## src/rtl/rf_wb_arbiter.sv

```systemverilog
// Round-robin write-back arbiter for the register file write port, plus a
// pending-write scoreboard used by issue logic for read-after-write hazard checks.
module rf_wb_arbiter #(
    parameter int unsigned NREQ = 3,
    parameter int unsigned XLEN = 32,
    parameter int unsigned AW   = 5
) (
    input  logic                 clk,
    input  logic                 rst_n,
    input  logic [NREQ-1:0]      req_valid,
    output logic [NREQ-1:0]      req_ready,
    input  logic [NREQ*AW-1:0]   req_addr,
    input  logic [NREQ*XLEN-1:0] req_data,
    output logic                 rf_we3,
    output logic [AW-1:0]        rf_a3,
    output logic [XLEN-1:0]      rf_wd3,
    input  logic                 sb_set,
    input  logic [AW-1:0]        sb_set_addr,
    input  logic [AW-1:0]        q_a1,
    input  logic [AW-1:0]        q_a2,
    output logic                 q_busy1,
    output logic                 q_busy2,
    output logic [(1<<AW)-1:0]   sb_busy
);

    localparam int unsigned PW   = (NREQ > 1) ? $clog2(NREQ) : 1;
    localparam int unsigned NREG = 1 << AW;

    logic [PW-1:0]   r_rr_ptr;
    logic            r_we3;
    logic [AW-1:0]   r_a3;
    logic [XLEN-1:0] r_wd3;
    logic [NREG-1:0] r_sb;

    logic [NREQ-1:0] w_grant;
    logic [PW-1:0]   w_gidx;
    logic [PW-1:0]   w_idx;
    logic            w_acc;
    logic [AW-1:0]   w_gaddr;
    logic [XLEN-1:0] w_gdata;
    logic [NREG-1:0] w_sb_nxt;

    // Round-robin search starting just after the last accepted requester.
    always_comb begin
        w_grant = '0;
        w_gidx  = '0;
        w_idx   = '0;
        for (int unsigned k = 1; k <= NREQ; k++) begin
            w_idx = PW'((32'(r_rr_ptr) + k) % NREQ);
            if (w_grant == '0 && req_valid[w_idx]) begin
                w_grant[w_idx] = 1'b1;
                w_gidx         = w_idx;
            end
        end
    end

    always_comb begin
        w_gaddr = '0;
        w_gdata = '0;
        for (int unsigned i = 0; i < NREQ; i++) begin
            if (w_grant[i]) begin
                w_gaddr = req_addr[i*AW +: AW];
                w_gdata = req_data[i*XLEN +: XLEN];
            end
        end
    end

    assign w_acc     = |w_grant;
    assign req_ready = w_grant;

    always_ff @(posedge clk or negedge rst_n) begin
        if (!rst_n) begin
            r_rr_ptr <= PW'(NREQ - 1);
        end else if (w_acc) begin
            r_rr_ptr <= w_gidx;
        end
    end

    // Write stage: x0 accepts are consumed without touching the register file.
    always_ff @(posedge clk or negedge rst_n) begin
        if (!rst_n) begin
            r_we3 <= 1'b0;
            r_a3  <= '0;
            r_wd3 <= '0;
        end else begin
            r_we3 <= w_acc && (w_gaddr != '0);
            if (w_acc && (w_gaddr != '0)) begin
                r_a3  <= w_gaddr;
                r_wd3 <= w_gdata;
            end
        end
    end

    // Clear applied before set so a newer producer keeps the bit busy.
    always_comb begin
        w_sb_nxt = r_sb;
        if (r_we3) begin
            w_sb_nxt[r_a3] = 1'b0;
        end
        if (sb_set) begin
            w_sb_nxt[sb_set_addr] = 1'b1;
        end
        w_sb_nxt[0] = 1'b0;
    end

    always_ff @(posedge clk or negedge rst_n) begin
        if (!rst_n) begin
            r_sb <= '0;
        end else begin
            r_sb <= w_sb_nxt;
        end
    end

    assign rf_we3  = r_we3;
    assign rf_a3   = r_a3;
    assign rf_wd3  = r_wd3;
    assign sb_busy = r_sb;
    assign q_busy1 = r_sb[q_a1];
    assign q_busy2 = r_sb[q_a2];

endmodule

```

## config.mk

```make
export PLATFORM = sky130hd
export DESIGN_NAME = rf_wb_arbiter
export DESIGN_NICKNAME = d
export VERILOG_FILES = /design/src/rtl/rf_wb_arbiter.sv
export SDC_FILE = /design/constraint.sdc
export NUM_CORES = 1
export LEC_CHECK = 0
export ABC_AREA = 0
export CAP_MARGIN = 20
export CORE_ASPECT_RATIO = 0.6
export CORE_UTILIZATION = 25
export DETAILED_ROUTE_END_ITERATION = 6
export PLACE_DENSITY = 0.63
export SLEW_MARGIN = 20
export SYNTH_ARGS = -nofsm -noshare
export SYNTH_HDL_FRONTEND = slang
export SYNTH_SLANG_ARGS = --single-unit
```

## constraint.sdc

```tcl
create_clock -name clk -period 4.9 [get_ports clk]
set_input_delay 0.49 -clock clk [delete_from_list [all_inputs] [get_ports clk]]
set_output_delay 0.49 -clock clk [all_outputs]
set_load 0.1 [all_outputs]
```

==> out/summary.txt, run 1 <==
Min cycle time layout: 4250 ps
Worst path required time: 4410 ps
Io pins: 207
MaxCap Viol Count: 0
Die H: 105 µm
CP Cell Sequence: inv_1 -> ha_1 -> mux2_4 -> mux2_2 -> and2_4 -> or2_1 -> o311ai_4 -> buf_4 -> buf_4
Post-layout nets: 761
Clock Path Buffers: 2
Slew headroom: 31.1%
CP Data Arrival Time: 3760 ps
Largest net degree at the start of global routing: 72
Worst slew pin tran: 1030 ps
Crit start category: register
Setup WS pre-CTS: 501 ps
Clock skew: 10.6 ps
Post-route ant nets: 0
Post-DP HPWL: 11900 µm
Crit Path Category: reg -> out
I/O Buffers: 205
CTS Buf Count: 9
Achievable clock frequency: 235 MHz
FFs w/ async S/R, synth: 100%
CTS tree: yes
CTS resizes: 0
Share of the synthesized area in the top cell type: 40.0%
Critical R2R Capture: rf_wd3[30]
Register area share after synthesis: 40.6%
CP Buf/Inv Count: 3
Placeable core area: 0.0171 mm²
EDFF count, synth: 0
Synth Cell Area: 0.00438 mm²
Initial antenna violation count: 0
Starting DRT DRC Count: 326
Pre-antenna DRT Iters: 5
# clock sinks: 71
Row count: 37
R2R depth: 12
Filler cells: 1666
CP endpoint kind: primary output
Setup TNS Final: 0 ps
Register bit total from synthesis: 71
Final hold viol count: 0
Reg clk slew, reported paths: 60 ps
Layout area overhead: 58.1%
Gr ovfl total: 0
CP most frequent cell: buf_4
Critical Path Source: r_rr_ptr[0]
Most frequent cells in the layout: 199 x clkdlybuf4s50_1, 102 x o21ai_0, 70 x dfrtp_1
Max incr delay on CP: 580 ps
Syn Nets: 565
Final Cycle Share: 86.8%
Avg Inst Size Synth: 10.2 µm²
Postcts setup bufs: 0
Synth unique cells: 47
Most common cell after layout, fill and taps aside: clkdlybuf4s50_1
Post-synthesis cell count: 429
Via/cell ratio: 4.93
Share of layout cells above drive strength 1: 15.1%
Final WL: 15200 µm
Max Fanout on Critical Path: 69
RSZ-0062 raised after global routing: false
Root buffer cell: clkbuf_16
Most used DFF post-synth: dfrtp_1
DR WL/cell: 17.6 µm
Starting Density: 25.6%
Setup ws final: 645 ps
Hold Crit Class: in -> async
Leading area contributor after synthesis: dfrtp_1
Hold WS: 288 ps
Via count: 4259
# hold bufs at CTS: 0
Yosys Warn Count: 0
DIE AREA: 0.0181 mm²
Die X-Extent: 173 µm
Status: complete, no violations
Vias in the first global route: 4490
Top cells by area, synth: dfrtp_1 40%, o21ai_0 12%, mux4_2 9.3%, mux2_2 5.9%, a22oi_1 5.8%
R2r setup slk: 660 ps
Slew Limit Fails: 0
First-pass GRT wire length: 24500 µm
DRC viols: 0
Finish-stage setup viols: 0
GP Congestion: 0.897
CTS HTree Levels: 3
Critical Path Slowest Stage Cell: buf_4
Worst skew pair latency: 330 ps
FF-to-FF Start: r_rr_ptr[1]
CP delay by family, top: buffers and inverters
Gr usage total: 17.1%
ANT cells: 0
==> kinds of logic (layout without fill, tap and decap cells) <==
logic type | count (synthesis) | in the layout | synth area share, %
simple gates | 102 | 102 | 11.5
flops | 71 | 71 | 40.6
mux | 58 | 58 | 20.8
compound gates | 156 | 156 | 21.7
other cells | 1 | 1 | 0.0856
fa+ha+maj | 4 | 4 | 1.14
buf+inv | 37 | 238 | 4.17
==> state kept, by name, summed over array words and instances, names as in the netlist <==
name and cells:
rf_wd3 32, sb_busy 31, rf_a3 5, r_rr_ptr 2
rf_we3 1
==> per-layer routing <==
layer | part of all wire [%] | up-vias | track usage, %
met2 | 45 | 194 | 27.0
met3 | 9.8 | 13 | 5.02
met4 | 1.0 | 0 | 3.67
li1 | - | 1992 | -
met5 | 0 | - | 0
met1 | 44 | 2060 | 23.0
==> area by class of cell <==
class / instances / area [µm²] / share of cell area [%]
repair buffers: 211 / 2080 / 30.1
clock inverters: 7 / 72.6 / 1.05
clock buffers: 9 / 225 / 3.25
multi-input cells: 321 / 2430 / 35.1
inverters: 11 / 41.3 / 0.596
well taps: 234 / 293 / 4.23
flip-flops and latches: 71 / 1780 / 25.7
==> synth_stat cells (3+ instances only) <==
cell and n:
nor2b_1 5, nand2b_1 3, a21oi_1 4, inv_1 11, clkbuf_1 18, nand2_1 51, mux2_4 15, buf_6 5
nand3_1 12, dfrtp_1 70, mux2_2 23, nor2_1 7, ha_1 4, mux4_2 18, nand3b_1 6, and2_1 3
a22oi_1 34, o21ai_0 102, nor3_1 4
==> how the worst max path moves through the flow <==
stage	to	cells past startpoint	slack, ps
floorplan	rf_wd3[1]	11	860
global placement	rf_wd3[29]	11	650
detailed placement	rf_wd3[30]	11	500
CTS	req_ready[2]	9	630
global route	rf_wd3[30]	12	440
finish	req_ready[2]	9	650
==> per-stage QoR <==
step                utilization (%)  area [µm²]  std cells
finish                         40.4        6930        864
global route                   40.4        6930        864
CTS                            40.4        6930        864
detailed placement             38.7        6630        848
global placement               38.7        6630        848
floorplan                         -        4380        429
Power of run 1 is not shown: default switching activity piles up to over one toggle a cycle in this logic, so the estimate is an artifact.
==> run 2, diff against run 1 <==
--- a/config.mk
+++ b/config.mk
@@ -6,6 +6,7 @@
 export NUM_CORES = 1
 export LEC_CHECK = 0
 export ABC_AREA = 0
+export ABC_CLOCK_PERIOD_IN_PS = 4900
 export CAP_MARGIN = 20
 export CORE_ASPECT_RATIO = 0.6
 export CORE_UTILIZATION = 25
==> results of run 2 <==
No change in the layout: final DEF, timing and power equal those of run 1.
Power of run 2 is left out for the same reason.
==> run 3, diff against run 2 <==
==> constraint.sdc (replaced) <==
create_clock -name clk -period 4.9 [get_ports clk]
set_input_delay 0.49 -clock clk [delete_from_list [all_inputs] [get_ports clk]]
set_output_delay 0.49 -clock clk [all_outputs]
set_load 0.01 [all_outputs]
==> run 3 against run 2 <==
Wire length shrank 1.0%. Clock skew shrank 6.0 ps. Die area is the same. Critical endpoint unchanged. Cell count is the same. Global-route usage shrank 0.26 points. Critical path depth is the same. Setup slack lost 53 ps. Clock-buffer cell count is the same. Non-clock buffer count grew 1.
==> out/summary.txt, run 3 (synthesized netlist as in run 1, its figures left out) <==
I/O Buffers: 205 (unchanged)
Max Fanout on Critical Path: 41 (was 69)
Worst skew pair latency: 330 ps (about the same)
Die H: 105 µm (unchanged)
Register Area: 0.00178 mm² (unchanged)
Critical R2R Capture: rf_wd3[0] (was rf_wd3[30])
Final Cell Area: 0.00692 mm² (was 0.00693 mm²)
Part of the power in combinational logic: 61.5%
CTS HTree Levels: 3 (unchanged)
Final hold viol count: 0 (unchanged)
Via count: 4310 (was 4259)
R2R depth: 12 (unchanged)
Row count: 37 (unchanged)
# clock sinks: 71 (unchanged)
Post-layout nets: 762 (was 761)
Max IR drop VDD: 183 µV
Gr ovfl total: 0 (unchanged)
Psw: 0.00175 W
CP Data Arrival Time: 3820 ps (was 3760 ps)
Slew headroom: 38.2% (was 31.1%)
Post-route ant nets: 0 (unchanged)
GP Congestion: 0.938 (was 0.897)
Cell leakage power: 2.66 nW
Layer with the highest usage: met2 (unchanged)
DIE AREA: 0.0181 mm² (unchanged)
Die X-Extent: 173 µm (unchanged)
RSZ-0062 raised after global routing: false (unchanged)
Largest register FFs: 32 (unchanged)
Footprint of the multi-input gates: 0.00243 mm² (unchanged)
Achievable clock frequency: 232 MHz (was 235 MHz)
GR Util met1: 22.4% (was 23.0%)
Crit Path Category: reg -> out (unchanged)
Share of layout cells above drive strength 1: 14.3% (was 15.1%)
First-pass GRT wire length: 24100 µm (was 24500 µm)
FF-to-FF Start: r_rr_ptr[0] (was r_rr_ptr[1])
ANT cells: 0 (unchanged)
Postcts setup bufs: 0 (unchanged)
Filler cells: 1656 (was 1666)
# hold bufs at CTS: 0 (unchanged)
Layout area overhead: 58.1% (about the same)
R2r setup slk: 690 ps (was 660 ps)
Setup TNS Final: 0 ps (unchanged)
Io pins: 207 (unchanged)
Initial antenna violation count: 0 (unchanged)
MaxCap Viol Count: 0 (unchanged)
Hold Crit Class: in -> async (unchanged)
Area after DPL: 0.00666 mm² (was 0.00663 mm²)
Sequential share of power: 25.2%
Vias in the first global route: 4456 (was 4490)
Pwr dens: 633 mW/mm²
Status: complete, no violations (unchanged)
Gr usage total: 16.8% (was 17.1%)
Finish-stage setup viols: 0 (unchanged)
Crit start category: register (unchanged)
Post-DP HPWL: 11500 µm (was 11900 µm)
Starting Density: 25.6% (unchanged)
Root buffer cell: clkbuf_16 (unchanged)
Worst path required time: 4410 ps (about the same)
Clock Path Buffers: 2 (unchanged)
Starting DRT DRC Count: 285 (was 326)
Pint: 0.00264 W
Placeable core area: 0.0171 mm² (unchanged)
Pre-antenna DRT Iters: 5 (unchanged)
Most common cell after layout, fill and taps aside: clkdlybuf4s50_1 (unchanged)
Via/cell ratio: 4.99 (was 4.93)
Min cycle time layout: 4310 ps (was 4250 ps)
CTS Buf Count: 9 (unchanged)
CTS resizes: 0 (unchanged)
Hold WS: 281 ps (was 288 ps)
CTS tree: yes (unchanged)
Met2 Use GR: 26.5% (was 27.0%)
Clock Power Share: 13.3%
Reg clk slew, reported paths: 60 ps (about the same)
DRC viols: 0 (unchanged)
Clock skew: 4.64 ps (was 10.6 ps)
Sw Share: 39.8%
Slew Limit Fails: 0 (unchanged)
Worst slew pin tran: 927 ps (was 1030 ps)
Final WL: 15100 µm (was 15200 µm)
Largest net degree at the start of global routing: 72 (unchanged)
Most frequent cells in the layout: 204 x clkdlybuf4s50_1, 102 x o21ai_0, 70 x dfrtp_1 (was 199 x clkdlybuf4s50_1, 102 x o21ai_0, 70 x dfrtp_1)
CP endpoint kind: primary output (unchanged)
Final Cycle Share: 87.9% (was 86.8%)
Met3 Resource Use GR: 5.24% (was 5.02%)
DR WL/cell: 17.4 µm (was 17.6 µm)
[run 3: cell count changes in the layout (fill, tap and decap cells not counted)]
cell             previous run  this run
bufinv_16                   1         0
inv_6                       1         0
buf_12                      0         1
clkdlybuf4s50_1           199       204
buf_4                      12         7
clkinv_2                    2         3
[run 3: critical path, cell delays in order (launching register included)]
cell and delay [ps]:
dfrtp_1 400, inv_1 80, ha_1 440, mux2_4 340, mux2_2 310, and2_4 180
or2_1 260, o311ai_4 480, buf_4 400, clkdlybuf4s50_1 600
[run 3: through the flow]
stage | power, W | std cells | util, % | setup WS, ps
CTS | 0.00442 | 864 | 40.4 | 596
global placement | 0.00374 | 849 | 38.9 | 737
finish | 0.00439 | 864 | 40.4 | 592
global route | 0.00471 | 864 | 40.4 | 372
floorplan | 0.00269 | 429 | - | 1460
detailed placement | 0.00381 | 849 | 38.9 | 609
[run 3: layout make-up]
cell class	count	area share, %
Clock buffer	9	3.25
Clock inverter	6	0.560
Inverter	11	0.596
Multi-Input combinational cell	321	35.1
Sequential cell	71	25.7
Tap cell	234	4.23
Timing Repair Buffer	212	30.5
[run 3: worst max path at each step]
stage	startpoint	slack (ps)	end
floorplan	r_rr_ptr[1]	1460	rf_wd3[22]
global placement	req_valid[1]	740	rf_wd3[28]
detailed placement	req_valid[1]	610	rf_wd3[29]
CTS	r_rr_ptr[0]	600	req_ready[2]
global route	r_rr_ptr[0]	370	req_ready[2]
finish	r_rr_ptr[0]	590	req_ready[2]
[run 3: power by group through the flow]
stage          clock network, W  registers, W  logic (W)
2_1_floorplan                 0       0.00117    0.00152
3_3_place_gp                  0       0.00111    0.00263
3_5_place_dp                  0       0.00111    0.00270
4_1_cts                0.000607       0.00111    0.00271
5_1_grt                0.000626       0.00115    0.00293
6_report               0.000582       0.00110    0.00270
[run 3: layer usage]
metal  vias up  share of wire [%]
li1       2001                  -
met1      2064                 44
met2       231                 46
met3        14                9.6
met4         0               0.86
met5         -                  0
Power figures use the tool's default switching activity.
